--- src/rtl/arith_alu_pkg.sv ---
// Shared op codes, FSM state encoding and the signed-overflow helper for the
// sequential arithmetic ALU.
package arith_alu_pkg;

  localparam logic [2:0] OP_ADD = 3'b000;
  localparam logic [2:0] OP_ADC = 3'b001;
  localparam logic [2:0] OP_SUB = 3'b010;
  localparam logic [2:0] OP_SBC = 3'b011;
  localparam logic [2:0] OP_INC = 3'b100;
  localparam logic [2:0] OP_DEC = 3'b101;
  localparam logic [2:0] OP_MUL = 3'b110;
  localparam logic [2:0] OP_NEG = 3'b111;

  typedef enum logic [0:0] {
    ST_IDLE = 1'b0,
    ST_MUL  = 1'b1
  } state_t;

  // Two's-complement overflow: both addends agree in sign and the sum disagrees.
  function automatic logic add_ovf(input logic sign_a, input logic sign_b, input logic sign_r);
    return (sign_a == sign_b) && (sign_r != sign_a);
  endfunction

endpackage

--- src/rtl/arith_alu_seq_if.sv ---
// Command/result handshake bundle of arith_alu_seq. The slave modport is the
// ALU; the master modport is the operand source plus the result consumer.
interface arith_alu_seq_if #(parameter int WIDTH = 4);

  logic             in_valid;
  logic             in_ready;
  logic [WIDTH-1:0] a;
  logic [WIDTH-1:0] b;
  logic             c_in;
  logic [2:0]       op;
  logic             out_valid;
  logic             out_ready;
  logic [WIDTH-1:0] out;
  logic             c_out;
  logic             zero;
  logic             ovf;
  logic             err;

  modport master (
    output in_valid, a, b, c_in, op, out_ready,
    input  in_ready, out_valid, out, c_out, zero, ovf, err
  );

  modport slave (
    input  in_valid, a, b, c_in, op, out_ready,
    output in_ready, out_valid, out, c_out, zero, ovf, err
  );

endinterface

--- src/rtl/arith_alu_mul.sv ---
// Iterative shift-add multiplier: one multiplier bit per cycle, counter from
// WIDTH-1 down to 0; o_product is valid in the cycle o_done is high.
module arith_alu_mul #(parameter int WIDTH = 4) (
  input  logic               clk,
  input  logic               rst_n,
  input  logic               i_start,
  input  logic               i_active,
  input  logic [WIDTH-1:0]   i_a,
  input  logic [WIDTH-1:0]   i_b,
  output logic               o_done,
  output logic [2*WIDTH-1:0] o_product
);

  localparam int CW = (WIDTH > 2) ? $clog2(WIDTH) : 1;

  logic [2*WIDTH-1:0] r_mcand;
  logic [2*WIDTH-1:0] r_acc;
  logic [2*WIDTH-1:0] w_acc_next;
  logic [WIDTH-1:0]   r_mplier;
  logic [CW-1:0]      r_cnt;

  // Partial-product accumulate for the current multiplier bit.
  always_comb begin
    w_acc_next = r_acc;
    if (r_mplier[0]) begin
      w_acc_next = r_acc + r_mcand;
    end else begin
      w_acc_next = r_acc;
    end
  end

  // Operand capture at start, then shift/accumulate while the FSM is in MUL.
  always_ff @(posedge clk or negedge rst_n) begin
    if (!rst_n) begin
      r_mcand  <= '0;
      r_mplier <= '0;
      r_acc    <= '0;
      r_cnt    <= '0;
    end else if (i_start) begin
      r_mcand  <= {{WIDTH{1'b0}}, i_a};
      r_mplier <= i_b;
      r_acc    <= '0;
      r_cnt    <= CW'(WIDTH - 1);
    end else if (i_active) begin
      r_acc    <= w_acc_next;
      r_mcand  <= r_mcand << 1;
      r_mplier <= r_mplier >> 1;
      if (r_cnt != '0) begin
        r_cnt <= r_cnt - CW'(1);
      end
    end
  end

  assign o_done    = i_active && (r_cnt == '0);
  assign o_product = w_acc_next;

endmodule

--- src/rtl/arith_alu_seq.sv ---
// Registered WIDTH-bit arithmetic unit with valid/ready on both sides and a
// one-entry result register. Define ARITH_ALU_MUL_EN to enable the multi-cycle multiply.
module arith_alu_seq #(parameter int WIDTH = 4) (
  input  logic            clk,
  input  logic            rst_n,
  arith_alu_seq_if.slave  bus
);

  import arith_alu_pkg::*;

  state_t             r_state;
  state_t             w_state_next;
  logic               w_in_ready;
  logic               w_accept;
  logic               w_start_mul;
  logic               w_load_single;
  logic               w_mul_done;
  logic [2*WIDTH-1:0] w_product;
  logic [WIDTH-1:0]   w_opa;
  logic [WIDTH-1:0]   w_opb;
  logic               w_cin;
  logic [WIDTH:0]     w_sum;
  logic [WIDTH-1:0]   w_res;
  logic               w_res_c;
  logic               w_res_v;
  logic               w_res_e;
  logic [WIDTH-1:0]   r_out;
  logic               r_c_out;
  logic               r_ovf;
  logic               r_err;
  logic               r_zero;
  logic               r_out_valid;

  assign w_in_ready    = (r_state == ST_IDLE) && (!r_out_valid || bus.out_ready);
  assign w_accept      = bus.in_valid && w_in_ready;
  assign w_load_single = w_accept && !w_start_mul;

`ifdef ARITH_ALU_MUL_EN
  assign w_start_mul = w_accept && (bus.op == OP_MUL);

  arith_alu_mul #(.WIDTH(WIDTH)) u_mul (
    .clk       (clk),
    .rst_n     (rst_n),
    .i_start   (w_start_mul),
    .i_active  (r_state == ST_MUL),
    .i_a       (bus.a),
    .i_b       (bus.b),
    .o_done    (w_mul_done),
    .o_product (w_product)
  );
`else
  assign w_start_mul = 1'b0;
  assign w_mul_done  = (r_state == ST_MUL);
  assign w_product   = '0;
`endif

  // Map each op onto one WIDTH+1-bit addition a' + b' + cin.
  always_comb begin
    w_opa = bus.a;
    w_opb = bus.b;
    w_cin = 1'b0;
    case (bus.op)
      OP_ADD: w_cin = 1'b0;
      OP_ADC: w_cin = bus.c_in;
      OP_SUB: begin w_opb = ~bus.b; w_cin = 1'b1;     end
      OP_SBC: begin w_opb = ~bus.b; w_cin = bus.c_in; end
      OP_INC: begin w_opb = '0;     w_cin = 1'b1;     end
      OP_DEC: begin w_opb = '1;     w_cin = 1'b0;     end
      OP_NEG: begin w_opa = ~bus.a; w_opb = '0; w_cin = 1'b1; end
      default: w_cin = 1'b0;
    endcase
  end

  assign w_sum = {1'b0, w_opa} + {1'b0, w_opb} + {{WIDTH{1'b0}}, w_cin};

  // Single-cycle result and flags; op 110 only lands here when the multiplier is absent.
  always_comb begin
    w_res   = w_sum[WIDTH-1:0];
    w_res_c = w_sum[WIDTH];
    w_res_v = add_ovf(w_opa[WIDTH-1], w_opb[WIDTH-1], w_sum[WIDTH-1]);
    w_res_e = 1'b0;
    if (bus.op == OP_MUL) begin
      w_res   = '0;
      w_res_c = 1'b0;
      w_res_v = 1'b0;
`ifdef ARITH_ALU_MUL_EN
      w_res_e = 1'b0;
`else
      w_res_e = 1'b1;
`endif
    end else begin
      w_res_e = 1'b0;
    end
  end

  // Next-state logic: IDLE -> MUL on an accepted multiply, back on the last bit.
  always_comb begin
    w_state_next = r_state;
    case (r_state)
      ST_IDLE: begin
        if (w_start_mul) w_state_next = ST_MUL;
        else             w_state_next = ST_IDLE;
      end
      ST_MUL: begin
        if (w_mul_done) w_state_next = ST_IDLE;
        else            w_state_next = ST_MUL;
      end
      default: w_state_next = ST_IDLE;
    endcase
  end

  // FSM state register.
  always_ff @(posedge clk or negedge rst_n) begin
    if (!rst_n) r_state <= ST_IDLE;
    else        r_state <= w_state_next;
  end

  // One-entry result register; a load in the same edge as a pop keeps out_valid high.
  always_ff @(posedge clk or negedge rst_n) begin
    if (!rst_n) begin
      r_out       <= '0;
      r_c_out     <= 1'b0;
      r_ovf       <= 1'b0;
      r_err       <= 1'b0;
      r_zero      <= 1'b1;
      r_out_valid <= 1'b0;
    end else if (w_load_single) begin
      r_out       <= w_res;
      r_c_out     <= w_res_c;
      r_ovf       <= w_res_v;
      r_err       <= w_res_e;
      r_zero      <= (w_res == '0);
      r_out_valid <= 1'b1;
    end else if (w_mul_done) begin
      r_out       <= w_product[WIDTH-1:0];
      r_c_out     <= |w_product[2*WIDTH-1:WIDTH];
      r_ovf       <= 1'b0;
      r_err       <= 1'b0;
      r_zero      <= (w_product[WIDTH-1:0] == '0);
      r_out_valid <= 1'b1;
    end else if (bus.out_ready) begin
      r_out_valid <= 1'b0;
    end
  end

  assign bus.in_ready  = w_in_ready;
  assign bus.out_valid = r_out_valid;
  assign bus.out       = r_out;
  assign bus.c_out     = r_c_out;
  assign bus.ovf       = r_ovf;
  assign bus.err       = r_err;
  assign bus.zero      = r_zero;

endmodule

--- src/flat_wrapper.sv ---
// flat-port wrapper written by rule: the top's interface ports become plain ports
module arith_alu_seq_flat import arith_alu_pkg::*;
#(parameter int WIDTH = 4)
  (clk, rst_n, bus_in_valid, bus_a, bus_b, bus_c_in, bus_op, bus_out_ready, bus_in_ready, bus_out_valid, bus_out, bus_c_out, bus_zero, bus_ovf, bus_err);
  arith_alu_seq_if #(.WIDTH(WIDTH)) bus_i ();
  input  logic clk;
  input  logic rst_n;
  input wire logic [$bits(bus_i.in_valid)-1:0] bus_in_valid;
  input wire logic [$bits(bus_i.a)-1:0] bus_a;
  input wire logic [$bits(bus_i.b)-1:0] bus_b;
  input wire logic [$bits(bus_i.c_in)-1:0] bus_c_in;
  input wire logic [$bits(bus_i.op)-1:0] bus_op;
  input wire logic [$bits(bus_i.out_ready)-1:0] bus_out_ready;
  output wire logic [$bits(bus_i.in_ready)-1:0] bus_in_ready;
  output wire logic [$bits(bus_i.out_valid)-1:0] bus_out_valid;
  output wire logic [$bits(bus_i.out)-1:0] bus_out;
  output wire logic [$bits(bus_i.c_out)-1:0] bus_c_out;
  output wire logic [$bits(bus_i.zero)-1:0] bus_zero;
  output wire logic [$bits(bus_i.ovf)-1:0] bus_ovf;
  output wire logic [$bits(bus_i.err)-1:0] bus_err;
  assign bus_i.in_valid = bus_in_valid;
  assign bus_i.a = bus_a;
  assign bus_i.b = bus_b;
  assign bus_i.c_in = bus_c_in;
  assign bus_i.op = bus_op;
  assign bus_i.out_ready = bus_out_ready;
  assign bus_in_ready = bus_i.in_ready;
  assign bus_out_valid = bus_i.out_valid;
  assign bus_out = bus_i.out;
  assign bus_c_out = bus_i.c_out;
  assign bus_zero = bus_i.zero;
  assign bus_ovf = bus_i.ovf;
  assign bus_err = bus_i.err;
  arith_alu_seq #(.WIDTH(WIDTH)) u_core (.clk(clk), .rst_n(rst_n), .bus(bus_i));
endmodule
--- config.mk ---
export PLATFORM = sky130hd
export DESIGN_NAME = arith_alu_seq_flat
export DESIGN_NICKNAME = d
export VERILOG_FILES = /design/src/rtl/arith_alu_pkg.sv /design/src/rtl/arith_alu_seq_if.sv /design/src/rtl/arith_alu_mul.sv /design/src/rtl/arith_alu_seq.sv /design/src/flat_wrapper.sv
export SDC_FILE = /design/constraint.sdc
export NUM_CORES = 1
export LEC_CHECK = 0
export ABC_AREA = 1
export CAP_MARGIN = 30
export CORE_MARGIN = 2
export CORE_UTILIZATION = 43
export CTS_CLUSTER_DIAMETER = 100
export DETAILED_ROUTE_END_ITERATION = 10
export GPL_TIMING_DRIVEN = 0
export PLACE_DENSITY = 0.78
export SLEW_MARGIN = 20
export SYNTH_ARGS = -nofsm -noshare
export SYNTH_HDL_FRONTEND = slang
export SYNTH_HIERARCHICAL = 1
export SYNTH_SLANG_ARGS = --single-unit
--- constraint.sdc ---
create_clock -name clk -period 1 [get_ports clk]
set_input_delay 0.3 -clock clk [delete_from_list [all_inputs] [get_ports clk]]
set_output_delay 0.3 -clock clk [all_outputs]
set_load 0.02 [all_outputs]
==> run summary, run 1 <==
For the weighted congestion reported at the end of routability-driven placement, the log shows 0.7824. The tools report the sequential cell area fraction in the yosys report as 0.3192. The iteration count of the initial detailed-routing pass is 4. The analysis attributes to net switching a power of 0.6852 mW. The via count of the first global-routing pass came out at 799. After floorplanning, the core was divided into 14 placement rows.

For this run, design rule violations remaining after detail routing come to 0. The run gives 122 as the total nets after synthesis. Across the run, the number of max-cap violations was 0.

The starting DRC count in detailed routing is 31. In this run the worst setup path terminates at u_core/bus.zero. The CTS clock-pin slew for the worst setup and hold paths was 70 ps; the number of port buffers was 25.

The critical path is of the in -> reg type. The tightest hold path in the finished design has a slack of 331.0 ps. Synthesis handed over a netlist of 101 instances. The class of the most critical hold timing path was in -> async. The portion of total power attributed to sequential cells came out at 0.293. For this run, the number of Yosys warnings is 6. The run finished, with violations left. After detailed routing, the average wire length per cell comes to 14.11 microns. The final reports fail on negative setup slack.

Number of primary I/O pins: 26. Across the VDD grid, the largest voltage drop is 1553 uV. For the pin with the worst max-slew slack, the measured transition is 408.1 ps.

The tools report the end-of-flow core utilization as 0.7939. The total area inside the core boundary comes to 0.001524 sq mm. The global-route usage over all layers is 0.2301. For the total wire length, the log shows 2244 microns.

From synthesis to final layout, the design area changed by 70.55%. Worst-case setup margin in the final layout: -915.9 ps. Total vias in the final route: 829. The clock passes through at most 2 buffers.

The logs give 2120 ps for the data arrival time of the worst path and 1210 ps for the required time of the critical path. The run gives 0.167 as the proportion of power drawn by the clock network. TritonCTS built the clock tree. The wire length of the first global-routing pass came out at 3339 microns. Dividing total power by cell area gives a power density of 1442 mW/mm^2. Sum of overflow across all layers after global routing: 0. The ratio of final minimum period to clock period was 1.916; the ratio of cells with drive above 1 in the final layout was 0.4406. For the worst flop-to-flop path, the logic depth is 7. Based on the critical path, the design can be clocked at up to 0.5219 GHz. The initial core utilization was 0.4655.

The worst clock skew is 1.206 ps, and the die area is 0.001991 sq mm. The tools report the cell at the root of the clock tree as sky130_fd_sc_hd__clkbuf_4. The estimated wirelength of the detail-placed design was 1428 microns. The worst setup path is launched from a primary input. Counting flops and latches in the post-synthesis netlist gives 9. The worst setup path is captured at a flop. Setup repair after global routing could not meet its margin everywhere. The tools report the count of final setup violators as 18.

The H-tree depth is 1. The largest net degree at the start of global routing came out at 10. The count of nets left with antenna violations once routing finished came out at 0. The finished layout holds 159 standard cells, fillers aside.

After clock tree synthesis, the flow added hold-fix buffers numbering 0. The floorplan die height is 44.62 microns. The hold violation count in the final report is 0. The floorplan step set the die width to 44.62 microns. The net switching fraction of the power was 0.3926. The tools report the number of antenna violations at the first check in global routing as 0. The biggest fanout along the worst timing path is 5, and the number of clock sinks seen by CTS is 9. The completed layout was analyzed and its total power is 1.745 mW.

The max-slew headroom at the worst pin is 0.7271. The internal power of the cells came out at 1.060 mW. In this run, distinct cell masters in the synthesized netlist total 21.

The tools report the worst setup path startpoint as bus_op[1]. The logs give 0.540 for the combinational fraction of design power and -70 ps for the worst-case register-to-register setup slack. The analysis attributes to cell leakage a power of 0.6179 nW. The cell count after placement was 142. After the last flow step, the layout net total stands at 165. The worst register-to-register path ends at u_core/bus.ovf.

At the later pin of the worst-skew pair, clock insertion delay measures 260 ps. Counting the buffers created by CTS gives 3. In the routed layout, each cell is associated on average with a via count of 5.214. Once placement finished, the instance area stood at 0.001016 sq mm.

Mapped cell area: 709.4 sq um. The source of the worst register-to-register timing path was u_core/bus.out_valid. The number of slew-limit violations in the final report was 0; the average instance area after synthesis was 7.024 sq um.

After routing the design area is 0.001210 sq mm. The smallest clock period supported by the final layout is computed as 1916 ps. 0 antenna diodes ended up in the layout.
==> worst max-delay path, cell delays in order <==
cell	delay, ps
sky130_fd_sc_hd__buf_12	110
sky130_fd_sc_hd__buf_4	130
sky130_fd_sc_hd__nand2_2	120
sky130_fd_sc_hd__nand2_2	100
sky130_fd_sc_hd__nor2_4	90
sky130_fd_sc_hd__nor2_2	50
sky130_fd_sc_hd__fa_2	350
sky130_fd_sc_hd__inv_2	70
sky130_fd_sc_hd__fa_2	440
sky130_fd_sc_hd__nand2_2	80
sky130_fd_sc_hd__nand2_2	60
sky130_fd_sc_hd__nor2_2	90
sky130_fd_sc_hd__nand2_1	80
sky130_fd_sc_hd__nand2_1	70
==> cells in the final DEF, fill, tap and decap left out, drive strengths merged <==
cell type and instances:
dfrtp 8, o21bai 3, buf 26, fa 2, clkbuf 4, clkdlybuf4s50 7
xor2 1, dfstp 1, nand4 2, nand2 31, ha 3, inv 15
o21ai 5, nor2 16, o21a 1, xnor2 2, a21oi 3, nand3 8
dlygate4sd2 5
==> layout make-up <==
class                           instances  area [sq um]
Inverter                               15         63.81
Tap cell                               16         20.02
Multi-Input combinational cell         77         501.7
Clock buffer                            4         26.28
Sequential cell                         9         227.7
Fill cell                             108         314.1
Timing Repair Buffer                   38         370.4
==> cells in the mapped netlist <==
cell type | n | area [sq um]
sky130_fd_sc_hd__xnor2_1 | 2 | 17.52
sky130_fd_sc_hd__o21ai_1 | 1 | 5.000
sky130_fd_sc_hd__a21oi_1 | 3 | 15.01
sky130_fd_sc_hd__nand3_2 | 2 | 20.02
sky130_fd_sc_hd__inv_1 | 12 | 45.04
sky130_fd_sc_hd__nand2_1 | 29 | 108.9
sky130_fd_sc_hd__o21bai_1 | 3 | 22.52
sky130_fd_sc_hd__o21ai_0 | 3 | 15.01
sky130_fd_sc_hd__fa_1 | 2 | 40.04
sky130_fd_sc_hd__nand4_1 | 2 | 12.51
sky130_fd_sc_hd__nor2_2 | 2 | 12.51
sky130_fd_sc_hd__o21a_1 | 1 | 7.510
sky130_fd_sc_hd__nor2_1 | 14 | 52.55
sky130_fd_sc_hd__nand3_1 | 6 | 30.03
sky130_fd_sc_hd__inv_2 | 3 | 11.26
sky130_fd_sc_hd__dfrtp_1 | 8 | 200.2
sky130_fd_sc_hd__xor2_1 | 1 | 8.760
sky130_fd_sc_hd__o21ai_2 | 1 | 8.760
sky130_fd_sc_hd__nand2_2 | 2 | 12.51
sky130_fd_sc_hd__ha_1 | 3 | 37.54
sky130_fd_sc_hd__dfstp_2 | 1 | 26.28
==> worst min path at each step <==
stage                     slack (ps)                end
after floorplan                    4   u_core/bus.c_out
after global placement           460    u_core/bus.zero
after detailed placement         460    u_core/bus.zero
after CTS                        360  u_core/bus.out[0]
after global routing             360     u_core/bus.err
final                            330  u_core/bus.out[1]
==> flip-flops by register name, summed over array words and instances, names as in the netlist <==
register,count
u_core/bus.out,4
u_core/bus.c_out,1
u_core/bus.err,1
u_core/bus.out_valid,1
u_core/bus.ovf,1
u_core/bus.zero,1
==> per-stage QoR <==
| stage | setup TNS (ps) | worst slack, ps |
|---|---|---|
| floorplan | -5244 | -934.2 |
| global placement | -15170 | -1825 |
| detailed placement | -15800 | -1881 |
| CTS | -6150 | -911.7 |
| global route | -7254 | -1035 |
| finish | -6352 | -915.9 |
==> power by group through the flow <==
stage          combinational, mW  clock (mW)  sequential, mW
2_1_floorplan              0.313           0           0.598
3_3_place_gp               0.709           0           0.495
3_5_place_dp               0.730           0           0.501
4_1_cts                    0.823       0.281           0.512
5_1_grt                     1.02       0.317           0.518
6_report                   0.942       0.292           0.511
==> logic make-up (layout without fill, tap and decap cells) <==
family,count (synthesis),after routing,synth area share
flip-flops,9,9,0.3192
AO/OA/AOI/OAI,12,12,0.1040
buffers and inverters,15,57,0.07936
adder cells (fa/ha/maj),5,5,0.1094
XOR/XNOR,3,3,0.03704
AND/OR/NAND/NOR,57,57,0.3510
==> routing by layer <==
metal | global-route usage | part of all wire | wire length, microns
met2 | 0.4290 | 0.57 | 1275
met1 | 0.2628 | 0.38 | 859
met5 | 0 | 0 | 0
met4 | 0.03636 | 0.010 | 23
met3 | 0.06122 | 0.038 | 85
==> what timing repair did <==
item                                    CTS  global route
setup buffers                             7             7
endpoints found under the setup margin   18            18
pin swaps                                24            10
resized for setup                       101             8
Power figures use the tool's default switching activity.
==> run 2, diff against run 1 <==
CAP_MARGIN = not set   (was 30)
clock period = 2.2 ns   (was 1 ns; I/O delays follow)
==> run 2 against run 1 <==
Against the previous run: the run still ends with negative setup slack left; setup slack improved by 840 ps; power decreased by 59%; count of clock-buffer cells in the layout decreased by 1; critical path depth increased by 2; combinational power decreased by 61%; sequential share of layout area increased by 1.5 points; die area unchanged; register-to-register slack improved by 1100 ps; global-route usage decreased by 3.6 points; final cell count decreased by 4.4%; non-clock buffer count decreased by 7; sequential power decreased by 57%; largest cell class unchanged.
==> run summary, run 2 (synthesized netlist as in run 1, its figures left out) <==
For the initial core utilization, the log shows 0.4655. The slowest stage of the critical path is the sky130_fd_sc_hd__fa_2 cell. In this run, post-CTS hold repair placed 0 buffers. The top layer reached by signal wires is met4. The ratio of cells with drive above 1 in the final layout came out at 0.2941. Setup total negative slack on the finished layout was measured at -99.56 ps. The logs give 745 microns for the routed metal-1 wirelength and 1050 ps for the worst-case register-to-register setup slack.

For this design the static power due to leakage is 0.5557 nW. In this design, the largest share of critical-path delay is due to simple AND/OR/NAND/NOR gates. The net switching fraction of the power is 0.3800, and the width of the die is 44.62 microns. The capturing element of the worst setup path is u_core/bus.zero. The H-tree depth is 1, and the weighted congestion reported at the end of routability-driven placement is 0.7948. The clock reaches the later pin of the worst-skew pair after 260 ps. The internal power of the cells is 0.4419 mW, and the flip-flop count of the largest register after layout is 4. For this block, the initial DRC count from the detailed router was 13. The proportion of power drawn by the clock network is 0.175, and the number of slew-limit violations in the final report is 0.

The instance count along the most critical hold path works out to 2. Setup repair after global routing could not meet its margin everywhere. Ratio of final minimum period to clock period: 1.036. The number of antenna violations at the first check in global routing was 0; the wire length on met3 was 58 microns. Prior to clock tree synthesis, the placed netlist has a worst setup slack of -1029 ps.

The final cell area excluding filler cells was 0.001114 sq mm. The tools report the global-route usage over all layers as 0.1944. The maximum count of clock buffers along a single path was 2. Once placement finished, the instance area stood at 0.001002 sq mm.

The routed design uses 896 microns of met2 wire. The wire length of the first global-routing pass was 2808 microns. Tracing the worst setup path back leads to its startpoint at bus_op[1].

Mean number of vias per cell: 5.026. Row generation in the floorplan step produced 14 rows. STA classifies the critical path startpoint as a primary input.

After layout, the minimum clock period comes to 2280 ps. The tools report the worst-case setup margin in the final layout as -79.86 ps. STA classifies the critical path endpoint as a flop. The logs give 0.311 for the portion of total power attributed to sequential cells and 1274 microns for the estimated wirelength of the detail-placed design. Counting buffers and inverters, the worst setup path is 16 cells deep. The floorplan die height is 44.62 microns, and the number of nets in the final layout is 158. Max-cap violations in this run came to 0.

Die area: 0.001991 sq mm. The count of buffer and inverter cells on the critical path works out to 3. The signal on the critical path passes through buf_12 -> inv_8 -> nor2_4 -> nor2_4 -> o21ai_2 -> nand2_2 -> nor2_2 -> nor2_2 -> fa_2 -> inv_2 -> fa_2 -> nand2_1 -> nand2_1 -> nor2_1 -> nand2_1 -> nand2_1. The critical path is of the in -> reg type. For the reported net switching power, the log shows 0.2708 mW. Of all nets on the critical path, the largest fanout is 6.

The number of port buffers was 25. In the layout the commonest cells are sky130_fd_sc_hd__nand2_1 (25), sky130_fd_sc_hd__clkdlybuf4s50_1 (18), sky130_fd_sc_hd__nor2_1 (12), sky130_fd_sc_hd__inv_1 (10), sky130_fd_sc_hd__dfrtp_1 (8). The CTS clock-pin slew for the worst setup and hold paths is 60 ps.

TritonCTS built the clock tree. Data arrives at the worst endpoint at 2490 ps. After detailed routing, the number of remaining DRC violations is 0. For the worst setup path, the data required time is 2410 ps. The run gives 11 as the largest net degree at the start of global routing. The first detailed-routing pass took 4 iterations.

The count of nets left with antenna violations after detail routing was 0. The cell at the root of the clock tree is sky130_fd_sc_hd__clkbuf_4. After detailed routing, the average wire length per cell comes to 11.47 microns. The library cell used most frequently in the layout, excluding fill and tap cells, is sky130_fd_sc_hd__nand2_1.

Based on the critical path, the design can be clocked at up to 0.4386 GHz. Relative to the synthesized area, the layout overhead comes to 56.97%. The via count of the first global-routing pass is 682, and the maximum vdd ir drop is 451.4 uV. Clock skew on the completed layout was measured at 6.452 ps.

The power density over the cells came out at 640.0 mW/mm^2. The checks that failed: negative setup slack. Clock tree synthesis found a total of 9 sinks. The max-slew headroom at the worst pin is 0.7382. In this run the critical register-to-register path is launched from u_core/bus.out_valid. By instance count, the cell type seen most on the critical path is sky130_fd_sc_hd__nand2_1.

Hold violation count in the final report: 0. TritonCTS created 3 clock buffers. The end-of-flow core utilization came out at 0.7307. The combinational fraction of design power came out at 0.514. The path class of the tightest hold or removal check is reg -> reg. 0 antenna diodes ended up in the layout. The run finished, with violations left. The largest single stage delay on the critical path is 410 ps. The tools report the reg-to-reg critical path endpoint as u_core/bus.ovf. Count of final setup violators: 2. The floorplan step defined a core boundary enclosing 0.001524 sq mm. Wires add up to 1743 microns. The number of primary I/O pins was 26; the total vias in the final route was 764.

At the pin with the least slew margin, the transition time is 391.5 ps. Summed over all layers, the global routing overflow is 0. Length in cells of the worst reg-to-reg path: 7.
-- run 2: changes by cell type in the layout (fill, tap and decap cells not counted), moves of 2 or more --
cell / change
sky130_fd_sc_hd__buf_4: -6
sky130_fd_sc_hd__buf_6: -11
sky130_fd_sc_hd__clkdlybuf4s50_1: +11
sky130_fd_sc_hd__dlygate4sd2_1: -2
sky130_fd_sc_hd__inv_1: +3
sky130_fd_sc_hd__inv_2: -3
sky130_fd_sc_hd__nand2_1: +3
sky130_fd_sc_hd__nand2_4: -2
sky130_fd_sc_hd__nor2_1: +2
sky130_fd_sc_hd__o21ai_0: +2
sky130_fd_sc_hd__o21ai_1: -4
sky130_fd_sc_hd__o21ai_2: +2
-- run 2: final cells by class --
type | instances | area [sq um]
clock buffer | 3 | 22.52
timing repair buffer | 31 | 299.0
fill | 133 | 410.4
clock inverter | 1 | 5.005
multi-input combinational | 77 | 476.7
tap | 16 | 20.02
inverter | 15 | 63.81
sequential | 9 | 226.5
-- run 2: how the worst min path moves through the flow --
stage	startpoint	to	slack [ps]
floorplan	rst_n	u_core/bus.c_out	360
global placement	u_core/bus.zero	u_core/bus.zero	460
detailed placement	u_core/bus.zero	u_core/bus.zero	460
CTS	u_core/bus.zero	u_core/bus.zero	460
global route	u_core/bus.zero	u_core/bus.zero	490
finish	u_core/bus.zero	u_core/bus.zero	470
-- run 2: metrics by stage --
step	power (mW)	hold slack [ps]	std cells
floorplan	0.4100	364.4	101
global placement	0.5427	458.5	142
detailed placement	0.5514	457.9	142
CTS	0.6878	464.2	148
global route	0.7682	487.8	152
finish	0.7127	465.8	152
-- run 2: per-layer routing --
metal / track usage / up-vias
met5: 0 / -
met4: 0.07273 / 0
met3: 0.04898 / 6
met2: 0.3188 / 15
met1: 0.2443 / 355
li1: - / 388
-- run 2: what timing repair did --
action                     in CTS  in global routing
resized for setup              29                 12
gates cloned                    0                  0
setup endpoints to repair       8                  6
pin swaps                      13                 13
buffers inserted                2                  4
-- run 2: tightest hold or removal path, delay by kind of cell (launching register included) --
family        cells  cell delay [ps]
flops             1              370
simple gates      2              100
-- run 2: power groups by stage --
stage	logic, mW	clock network [mW]	registers [mW]
global route	0.403	0.138	0.227
detailed placement	0.326	0	0.225
CTS	0.335	0.131	0.222
finish	0.367	0.125	0.221
global placement	0.319	0	0.223
floorplan	0.140	0	0.270
==> run 3, diff against run 2 <==
CTS_CLUSTER_DIAMETER = 50   (was 100)
==> results of run 3 <==
No change in the layout: final DEF, timing and power equal those of run 2.
